### src/rtl/cordic_pkg.sv
// Shared constants and state type for the CORDIC host controller.
// Float-to-Q1.20 alignment limits and special result encodings.
package cordic_pkg;

    localparam int FIX_W  = 21;
    localparam int FRAC_W = 20;

    localparam logic [7:0] EXP_BIAS = 8'd127;
    localparam logic [7:0] ALIGN_K  = EXP_BIAS + 8'd3;
    localparam logic [7:0] MIN_EXP  = 8'd107;

    localparam logic [FIX_W-1:0] FIX_SAT = 21'h0FFFFF;
    localparam logic [31:0]      FP_QNAN = 32'h7FC00000;

    typedef enum logic [2:0] {
        IDLE,
        ALIGN,
        ISSUE,
        WAIT,
        RESP
    } state_t;

endpackage

### src/rtl/fp_align_serial.sv
// Serial IEEE-754 single to unsigned Q1.20 aligner.
// Classifies the exponent on load, then shifts right once per cycle.
module fp_align_serial
    import cordic_pkg::*;
#(
    parameter int OP_W    = 21,
    parameter int OP_FRAC = 20
) (
    input  logic            clock,
    input  logic            aclr_n,
    input  logic            load,
    input  logic [31:0]     data,
    output logic            busy,
    output logic            valid,
    output logic [OP_W-1:0] operand,
    output logic            err
);

    logic [7:0]  e;
    logic [23:0] mant;
    logic [23:0] sh;
    logic [4:0]  cnt;
    logic [4:0]  s_amt;
    logic        zero;
    logic        sat;
    logic        unused_sign;

    // cosine is even, so the sign never matters
    assign unused_sign = data[31];

    assign e     = data[30:23];
    assign mant  = {1'b1, data[22:0]};
    assign zero  = (e < MIN_EXP);
    assign sat   = (e >= EXP_BIAS);
    assign s_amt = 5'(ALIGN_K - e);

    assign busy    = (cnt != 5'd0);
    assign valid   = (busy && cnt == 5'd1) || (load && (zero || sat));
    assign operand = {1'b0, sh[OP_FRAC-1:0]};

    always_ff @(posedge clock or negedge aclr_n) begin
        if (!aclr_n) begin
            sh  <= '0;
            cnt <= '0;
            err <= 1'b0;
        end else if (load) begin
            err <= sat;
            cnt <= '0;
            if (sat) begin
                sh <= 24'(FIX_SAT);
            end else if (zero) begin
                sh <= '0;
            end else begin
                sh  <= mant;
                cnt <= s_amt;
            end
        end else if (busy) begin
            sh  <= sh >> 1;
            cnt <= cnt - 5'd1;
        end
    end

endmodule

### src/rtl/cordic_host_ctrl.sv
// Host-side initiator for the iterative CORDIC cosine core.
// Aligns one float angle, runs the core once, returns its float result.
module cordic_host_ctrl #(
    parameter int FIX_W        = 21,
    parameter int FRAC_W       = 20,
    parameter int CORE_TIMEOUT = 64
) (
    input  logic             clock,
    input  logic             aclr_n,
    input  logic             in_valid,
    output logic             in_ready,
    input  logic [31:0]      in_data,
    output logic             core_clk_en,
    output logic             core_start,
    output logic [FIX_W-1:0] core_dataa,
    input  logic             core_done,
    input  logic [31:0]      core_result,
    output logic             out_valid,
    input  logic             out_ready,
    output logic [31:0]      out_data,
    output logic             out_err
);

    localparam int TW = $clog2(CORE_TIMEOUT + 1);

    cordic_pkg::state_t state;
    cordic_pkg::state_t next;

    logic          load;
    logic          a_busy;
    logic          a_valid;
    logic          a_err;
    logic          timeout;
    logic [TW-1:0] tcnt;

    fp_align_serial #(
        .OP_W    (FIX_W),
        .OP_FRAC (FRAC_W)
    ) u_align (
        .clock   (clock),
        .aclr_n  (aclr_n),
        .load    (load),
        .data    (in_data),
        .busy    (a_busy),
        .valid   (a_valid),
        .operand (core_dataa),
        .err     (a_err)
    );

    assign in_ready    = (state == cordic_pkg::IDLE);
    assign core_start  = (state == cordic_pkg::ISSUE);
    assign core_clk_en = (state == cordic_pkg::ISSUE) ||
                         (state == cordic_pkg::WAIT);
    assign out_valid   = (state == cordic_pkg::RESP);
    assign timeout     = (tcnt == TW'(CORE_TIMEOUT - 1));

    always_ff @(posedge clock or negedge aclr_n) begin
        if (!aclr_n) begin
            state <= cordic_pkg::IDLE;
        end else begin
            state <= next;
        end
    end

    always_comb begin
        next = state;
        load = 1'b0;
        unique case (state)
            cordic_pkg::IDLE: begin
                if (in_valid) begin
                    load = 1'b1;
                    next = a_valid ? cordic_pkg::ISSUE
                                   : cordic_pkg::ALIGN;
                end
            end
            cordic_pkg::ALIGN: begin
                if (a_valid || !a_busy) next = cordic_pkg::ISSUE;
            end
            cordic_pkg::ISSUE: next = cordic_pkg::WAIT;
            cordic_pkg::WAIT: begin
                if (timeout || core_done) next = cordic_pkg::RESP;
            end
            cordic_pkg::RESP: begin
                if (out_ready) next = cordic_pkg::IDLE;
            end
            default: next = cordic_pkg::IDLE;
        endcase
    end

    // timeout wins over a done arriving in the same cycle
    always_ff @(posedge clock or negedge aclr_n) begin
        if (!aclr_n) begin
            tcnt     <= '0;
            out_data <= '0;
            out_err  <= 1'b0;
        end else if (state == cordic_pkg::ISSUE) begin
            tcnt <= '0;
        end else if (state == cordic_pkg::WAIT) begin
            tcnt <= tcnt + 1'b1;
            if (timeout) begin
                out_data <= cordic_pkg::FP_QNAN;
                out_err  <= 1'b1;
            end else if (core_done) begin
                out_data <= core_result;
                out_err  <= a_err;
            end
        end
    end

endmodule

### config.mk
export PLATFORM = sky130hd
export DESIGN_NAME = cordic_host_ctrl
export DESIGN_NICKNAME = d
export VERILOG_FILES = /design/src/rtl/cordic_pkg.sv /design/src/rtl/fp_align_serial.sv /design/src/rtl/cordic_host_ctrl.sv
export SDC_FILE = /design/constraint.sdc
export NUM_CORES = 1
export LEC_CHECK = 0
export ABC_AREA = 1
export BUFFER_PORTS_ARGS = -buffer_cell sky130_fd_sc_hd__buf_2
export CORE_UTILIZATION = 52
export CTS_CLUSTER_DIAMETER = 150
export DETAILED_ROUTE_END_ITERATION = 12
export HOLD_SLACK_MARGIN = 0.1
export PLACE_DENSITY = 0.81
export SLEW_MARGIN = 20
export SYNTH_ARGS = -nofsm -noshare
export SYNTH_HDL_FRONTEND = slang
export SYNTH_HIERARCHICAL = 1
export SYNTH_SLANG_ARGS = --single-unit
### constraint.sdc
create_clock -name clock -period 2.1 [get_ports clock]
set_input_delay 0.21 -clock clock [delete_from_list [all_inputs] [get_ports clock]]
set_output_delay 0.21 -clock clock [all_outputs]
set_load 0.02 [all_outputs]
* Word-level counts from Yosys, hierarchy flattened
Index checks and enable logic that the tools add are counted.
** Word-level totals
- Register bits after elaboration :: 73
- Input port bits :: 69
- Word-level logic and storage cells :: 60
- Output and inout port bits :: 58
** Operators by class
- Magnitude comparators :: 2
- $add $sub $neg :: 3
- Eq/ne operators :: 10
- Reduce and logical (&&, ||, !) cells :: 15
- Mux-type cells :: 22
- Bitwise operators :: 1
** Operators by type and width (number)
- 2-to-1 mux 24 bit :: 4
- 2-to-1 mux 32 bit :: 2
- 2-to-1 mux 5 bit :: 4
- one-hot mux 3 bit (5 select lines) :: 1
- 2-to-1 mux 7 bit :: 2
- 2-to-1 mux 3 bit :: 4
- greater-or-equal comparator 8 x 7 -> 1 bit, second input constant :: 1
- less-than comparator 8 x 7 -> 1 bit, second input constant :: 1
- adder 7 x 1 -> 7 bit, second input constant :: 1
- equality test 7 x 6 -> 1 bit, second input constant :: 1
- equality test 3 x 2 -> 1 bit, second input constant :: 2
- != test 2 bit, second input constant :: 3
- nonzero test 2 bit :: 3
- equality test 5 x 1 -> 1 bit, second input constant :: 1
- logical OR 1 bit :: 5
- nonzero test 5 bit :: 1
- subtractor 2 x 5 -> 5 bit, first input constant :: 1
- subtractor 5 x 1 -> 5 bit, second input constant :: 1
- 2-to-1 mux 1 bit :: 4
- AND reduction 4 bit :: 1
- equality test 3 x 1 -> 1 bit, second input constant :: 1
- equality test 3 bit, second input constant :: 1
- zero test 3 bit :: 1
- AND reduction 3 bit :: 1
- 5 further kinds :: 6

* Logic depth before layout (Yosys ltp)
- Depth in word-level cells :: 7
- Mapped depth :: 17
- Mapped depth without buffers :: 15

* Cells and area by module
The synthesis kept the hierarchy.
** By module, submodules not included
- fp_align_serial :: instances 1, cells an instance 318, area each 2092.0 um^2, sequential area each 750.7 um^2
- cordic_host_ctrl :: instances 1, cells an instance 227, area each 1946.9 um^2, sequential area each 1076.0 um^2

* Worst setup path before layout
Ideal clock, no wire load.
- Path kind :: reg-to-reg
- From :: register state[0]
- To :: register state[0]
- Clock period less this slack :: 1.702 ns
- Library setup time :: 0.118 ns
- Arrival time :: 1.585 ns
- Required time :: 1.982 ns
- Stages on the path, launching flop included :: 15
- Path slack :: 0.398 ns
- Buffers on the path :: 2
- Path through :: dfrtp_1 nor2_1 nand2_1 nor2_1 buf_2 buf_2 nand2_1 o31ai_1 inv_1 nand2_1 nor2_1 inv_1 nand2_1 inv_1 nand2_1
** On the way
- Longest elaborated chain between the ends :: 7
- Elaborated cells on any way between the ends :: 17
- Classes of those cells :: eq/ne (8); mux (4); reduce/logical (5)
** RTL lines
- start: declaration :: line cordic_host_ctrl.sv:26 : cordic_pkg::state_t state;
- start signal: assignment :: line cordic_host_ctrl.sv:59 : state <= cordic_pkg::IDLE;
- start signal: assignment :: line cordic_host_ctrl.sv:61 : state <= next;
- zero test 3 bit (*) :: line cordic_host_ctrl.sv:68 : unique case (state)
- 2-to-1 mux 1 bit (*) :: line cordic_host_ctrl.sv:68
- named net load :: line cordic_host_ctrl.sv:29 : logic load;
- logical AND 1 bit (*) :: line fp_align_serial.sv:38 : assign valid = (busy && cnt == 5'd1) || (load && (zero || sat));
- logical OR 1 bit (*) :: line fp_align_serial.sv:38
- named net a_valid :: line cordic_host_ctrl.sv:31 : logic a_valid;
- 2-to-1 mux 2 bit / logical OR 1 bit (equally long branches) :: line cordic_host_ctrl.sv:72, cordic_host_ctrl.sv:77
- 2-to-1 mux 3 bit / != test 2 bit (equally long branches)
- one-hot mux 3 bit (5 select lines) / AND reduction 4 bit (equally long branches)
Mark *: on every way through the listed nets, which the timed path passes. The rest lies on a longest branch. The select of a mux whose other input is x is not followed.
A chain may end at the register's enable or synchronous reset.

* Worst setup path after layout
- From :: register tcnt[0]
- To :: register out_data[22]
** On the way
- Longest elaborated chain between the ends :: 3
- Elaborated cells on any way between the ends :: 4
- Classes of those cells :: eq/ne (1); mux (1); reduce/logical (2)
** RTL lines
- start: declaration :: line cordic_host_ctrl.sv:34 : logic [TW-1:0] tcnt;
- start signal: assignment :: line cordic_host_ctrl.sv:99 : tcnt <= tcnt + 1'b1;
- equality test 7 x 6 -> 1 bit (*) :: line cordic_host_ctrl.sv:55 : assign timeout = (tcnt == TW'(CORE_TIMEOUT - 1));
- nonzero test 2 bit (no source line)
- AND reduction 3 bit (no source line)
- end signal: assignment :: line cordic_host_ctrl.sv:101 : out_data <= cordic_pkg::FP_QNAN;
- end signal: assignment :: line cordic_host_ctrl.sv:104 : out_data <= core_result;
- end: declaration :: line cordic_host_ctrl.sv:20 : output logic [31:0] out_data,
Mark *: on every way between the ends. The rest lies on a longest branch, timed or not.

==> metrics.md <==
| Metric | Value |
|---|---|
| Status | completed |
| I/O pins | around 130 |
| Pin count of the biggest net entering global routing | 43 |
| Number of global-route vias before repair | 3564 |
| Total GRT Usage | between 20% and 30% |
| Hold_ws | 0.107 ns |
| Fill cell count | 630 |
| Worst-Skew Late Latency | 0.35 ns |
| Hold Vio Cnt, Final | 0 |
| CTS Buf Count | 9 |
| Final setup vio count | 0 |
| Reg2reg path depth | 9 |
| Hold path cells | 3 |
| Share of cells above drive strength 1 | 26.0% |
| Max Clock Freq | between 0.5 and 0.6 GHz |
| Die height | 90.1 microns |
| Unrepaired setup endpoints after global routing | no |
| Initial antenna violation count | 0 |
| DRC | 0 |
| Reg2reg end | out_data[22] |
| CTS tree | built |
| Internal Power | 3.72 mW |
| Final HPWL DP | about 6300 microns |
| Nets | 724 |
| Worst setup EP type | register |
| Row Count | 31 |
| First-pass GRT wire length | 16200 microns |
| PwrDens | around 1400 mW/mm^2 |
| Most common cell after layout, fill and taps aside | nand2_1 |
| Startpoint types | register |
| Post-CTS setup buffers | 0 |
| Worst Path Max Fanout | 38 |
| CP Depth | 9 |
| Worst Hold End | out_data[19] |
| Avg Vias per Cell | 5.00 |
| ANT cells | 0 |
| Synth Cell Area | 0.00404 sq mm |
| CP peak stage delay | 0.44 ns |
| H-tree Lvls | 3 |
| Max cap viols | 0 |
| Synth warnings | 6 |
| Crit-path cells | ha_1, nand2_2, nor2_4, nand2_4, nand2_2, nand2_2, buf_4, nand2_1, o21ai_1 |
| Sink Count | 73 |
| CP most frequent cell | nand2_2 |
| Final min period | 1.86 ns |
| R2R Path Start | tcnt[0] |
| Hold Crit Class | input port to register |
| Buffers & Inverters on Critical Path | 1 |
| Final Slew Violations | 0 |
| First-pass detailed-route iteration total | 5 |
| Final Util | 65.9% |
| Synth Area per Inst | roughly 7.4 sq um |
| Synth-to-layout area growth | 20.2% |
| Full die area | 0.00812 sq mm |
| Switching Share | 44.4% |
| Cell count after synthesis | 545 |
| Final WL | roughly 9300 microns |
| Share of total power in combinational logic | about 46% |
| Slowest cell on crit path | dfrtp_1 |
| Via count | approximately 3800 |
| Period Utilization, post-route | 88.7% |
| DR WL/cell | 12.3 microns |
| Library cells used by synthesis | 28 |
| Port bufs | around 120 |
| Syn_nets | 619 |
| Starting density of the core | 54.8% |
| #FFs+latches synth | 73 |
| Register area share after synthesis | between 40% and 50% |
| Gpl congestion | a little over 0.8 |
| Clock Power Share | about a fifth |
| Commonest non-fill, non-tap cells in the layout | 213 x nand2_1, 123 x buf_2, 73 x dfrtp_1 |
| Initial DRC Count | 149 |
| Setup_tns | 0 ns |
| Clock Tree Buf Depth | 2 |
| Highest ir drop seen on vdd | 0.766 mV |
| P_leak | 2.88 nW |
| Critical Path AT | about 2.1 ns |
| Horiz. Die Dim | 90.1 microns |
| Register-to-Register Setup Slack | about 0.24 ns |
| Clock-pin slew on the worst setup and hold paths | 0.09 ns |
| P_sw | 2.97 mW |
| Family with the most delay on the worst path | simple AND/OR/NAND/NOR gates |
| Clock Skew | 0.0121 ns |
| Remaining Overflow, GRT | 0 |
| Clk root buf | clkbuf_8 |
| Core Area | between 0.007 and 0.008 sq mm |
| Hold Path Origin | core_result[19] |
| Post-route ant nets | 0 |
| Critical path class | register to register |
| Seq pwr share | between 30% and 40% |
| Worst path required time | 2.37 ns |
[worst reg2reg max path, delay by kind of cell (launching register included)]
kind / cells / cell delay, ns
DFF: 1 / 0.44
buffers and inverters: 1 / 0.33
AOI/OAI and AO/OA: 1 / 0.10
adders and majority gates: 1 / 0.25
and+or+nand+nor: 6 / 0.66
[synthesized netlist by cell type]
library cell	instances	area share, %
nand3_1	41	5.1
o21ai_1	30	3.7
nor3_1	2	0.25
xor2_1	2	0.43
nand4_1	8	1.2
ha_1	5	1.5
nand2_1	213	20
nor2_2	1	0.15
nand2_4	1	0.28
nor2_1	19	1.8
o22ai_1	1	0.15
nor2_4	3	0.84
dfrtp_1	73	45
buf_1	2	0.19
nand2_2	5	0.77
o21ai_2	6	1.3
xnor2_1	1	0.22
o21bai_1	1	0.19
conb_1	1	0.093
a21oi_1	19	2.4
buf_4	23	4.3
buf_6	7	2.0
buf_2	9	1.1
clkbuf_1	8	0.74
inv_1	52	4.8
inv_2	2	0.19
o31ai_1	1	0.19
o21ai_0	9	1.1
[worst max-delay path by stage]
stage,start,endpoint,slack [ns]
2_1_floorplan,state[0],state[0],0.40
3_3_place_gp,tcnt[0],out_data[2],0.37
3_5_place_dp,tcnt[0],out_data[22],0.28
4_1_cts,tcnt[0],out_data[22],0.24
5_1_grt,tcnt[0],out_data[22],0.07
6_report,tcnt[0],out_data[22],0.24
[cell type report]
class                   instances  area [sq um]  share of cell area, %
flip-flops and latches         73          1830                   37.6
multi-input cells             369          1680                   34.6
repair buffers                143           798                   16.4
inverters                      54           203                   4.17
clock buffers                   9           124                   2.55
well taps                      99           124                   2.55
clock inverters                 7           103                   2.11
[per-stage QoR]
| stage | power [mW] | cell area [sq um] | std cells | setup WS [ns] |
|---|---|---|---|---|
| after floorplan | 4.74 | 4040 | 545 | 0.398 |
| after global placement | 5.32 | 4550 | 730 | 0.373 |
| after detailed placement | 5.43 | 4550 | 730 | 0.281 |
| after CTS | 6.73 | 4860 | 754 | 0.239 |
| after global routing | 7.20 | 4860 | 754 | 0.0741 |
| final | 6.70 | 4860 | 754 | 0.238 |
[registers in the layout, indices dropped and copies added, names as in the netlist]
name / flops
u_align/err: 1
tcnt: 7
state: 3
u_align/sh: 24
u_align/cnt: 5
out_data: 32
out_err: 1
[power by group through the flow]
stage	registers (mW)	logic (mW)	clock network, mW
after floorplan	2.68	2.06	0
after global placement	2.36	2.96	0
after detailed placement	2.38	3.05	0
after CTS	2.36	3.08	1.29
after global routing	2.44	3.41	1.35
final	2.37	3.05	1.27
[cell families (layout without fill, tap and decap cells)]
logic type	count (synthesis)	count (layout)	share of synthesized area (%)
and+or+nand+nor	293	293	30.2
buffers and inverters	103	213	13.3
DFF	73	73	45.2
AOI/OAI and AO/OA	67	67	9.01
adders and majority gates	5	5	1.55
xor gates and xnor gates	3	3	0.651
other	1	1	0.0928
[layer usage]
metal | part of all wire, % | routed length (microns) | global-route usage (%) | vias up
met1 | 44 | 4090 | 31.1 | 1722
li1 | - | - | - | 1891
met2 | 49 | 4510 | 42.0 | 149
met3 | 5.9 | 550 | 4.23 | 10
met5 | 0 | 0 | 0 | -
met4 | 1.1 | 103 | 7.53 | 0
[repair_timing]
| action | 4_1_cts | 5_1_grt |
|---|---|---|
| hold endpoints to repair | 38 | 0 |
| endpoints found under the setup margin | 0 | 0 |
| hold buffers | 8 | 0 |
| resized for setup | 0 | 0 |
(Power assumes the default switching activity.)
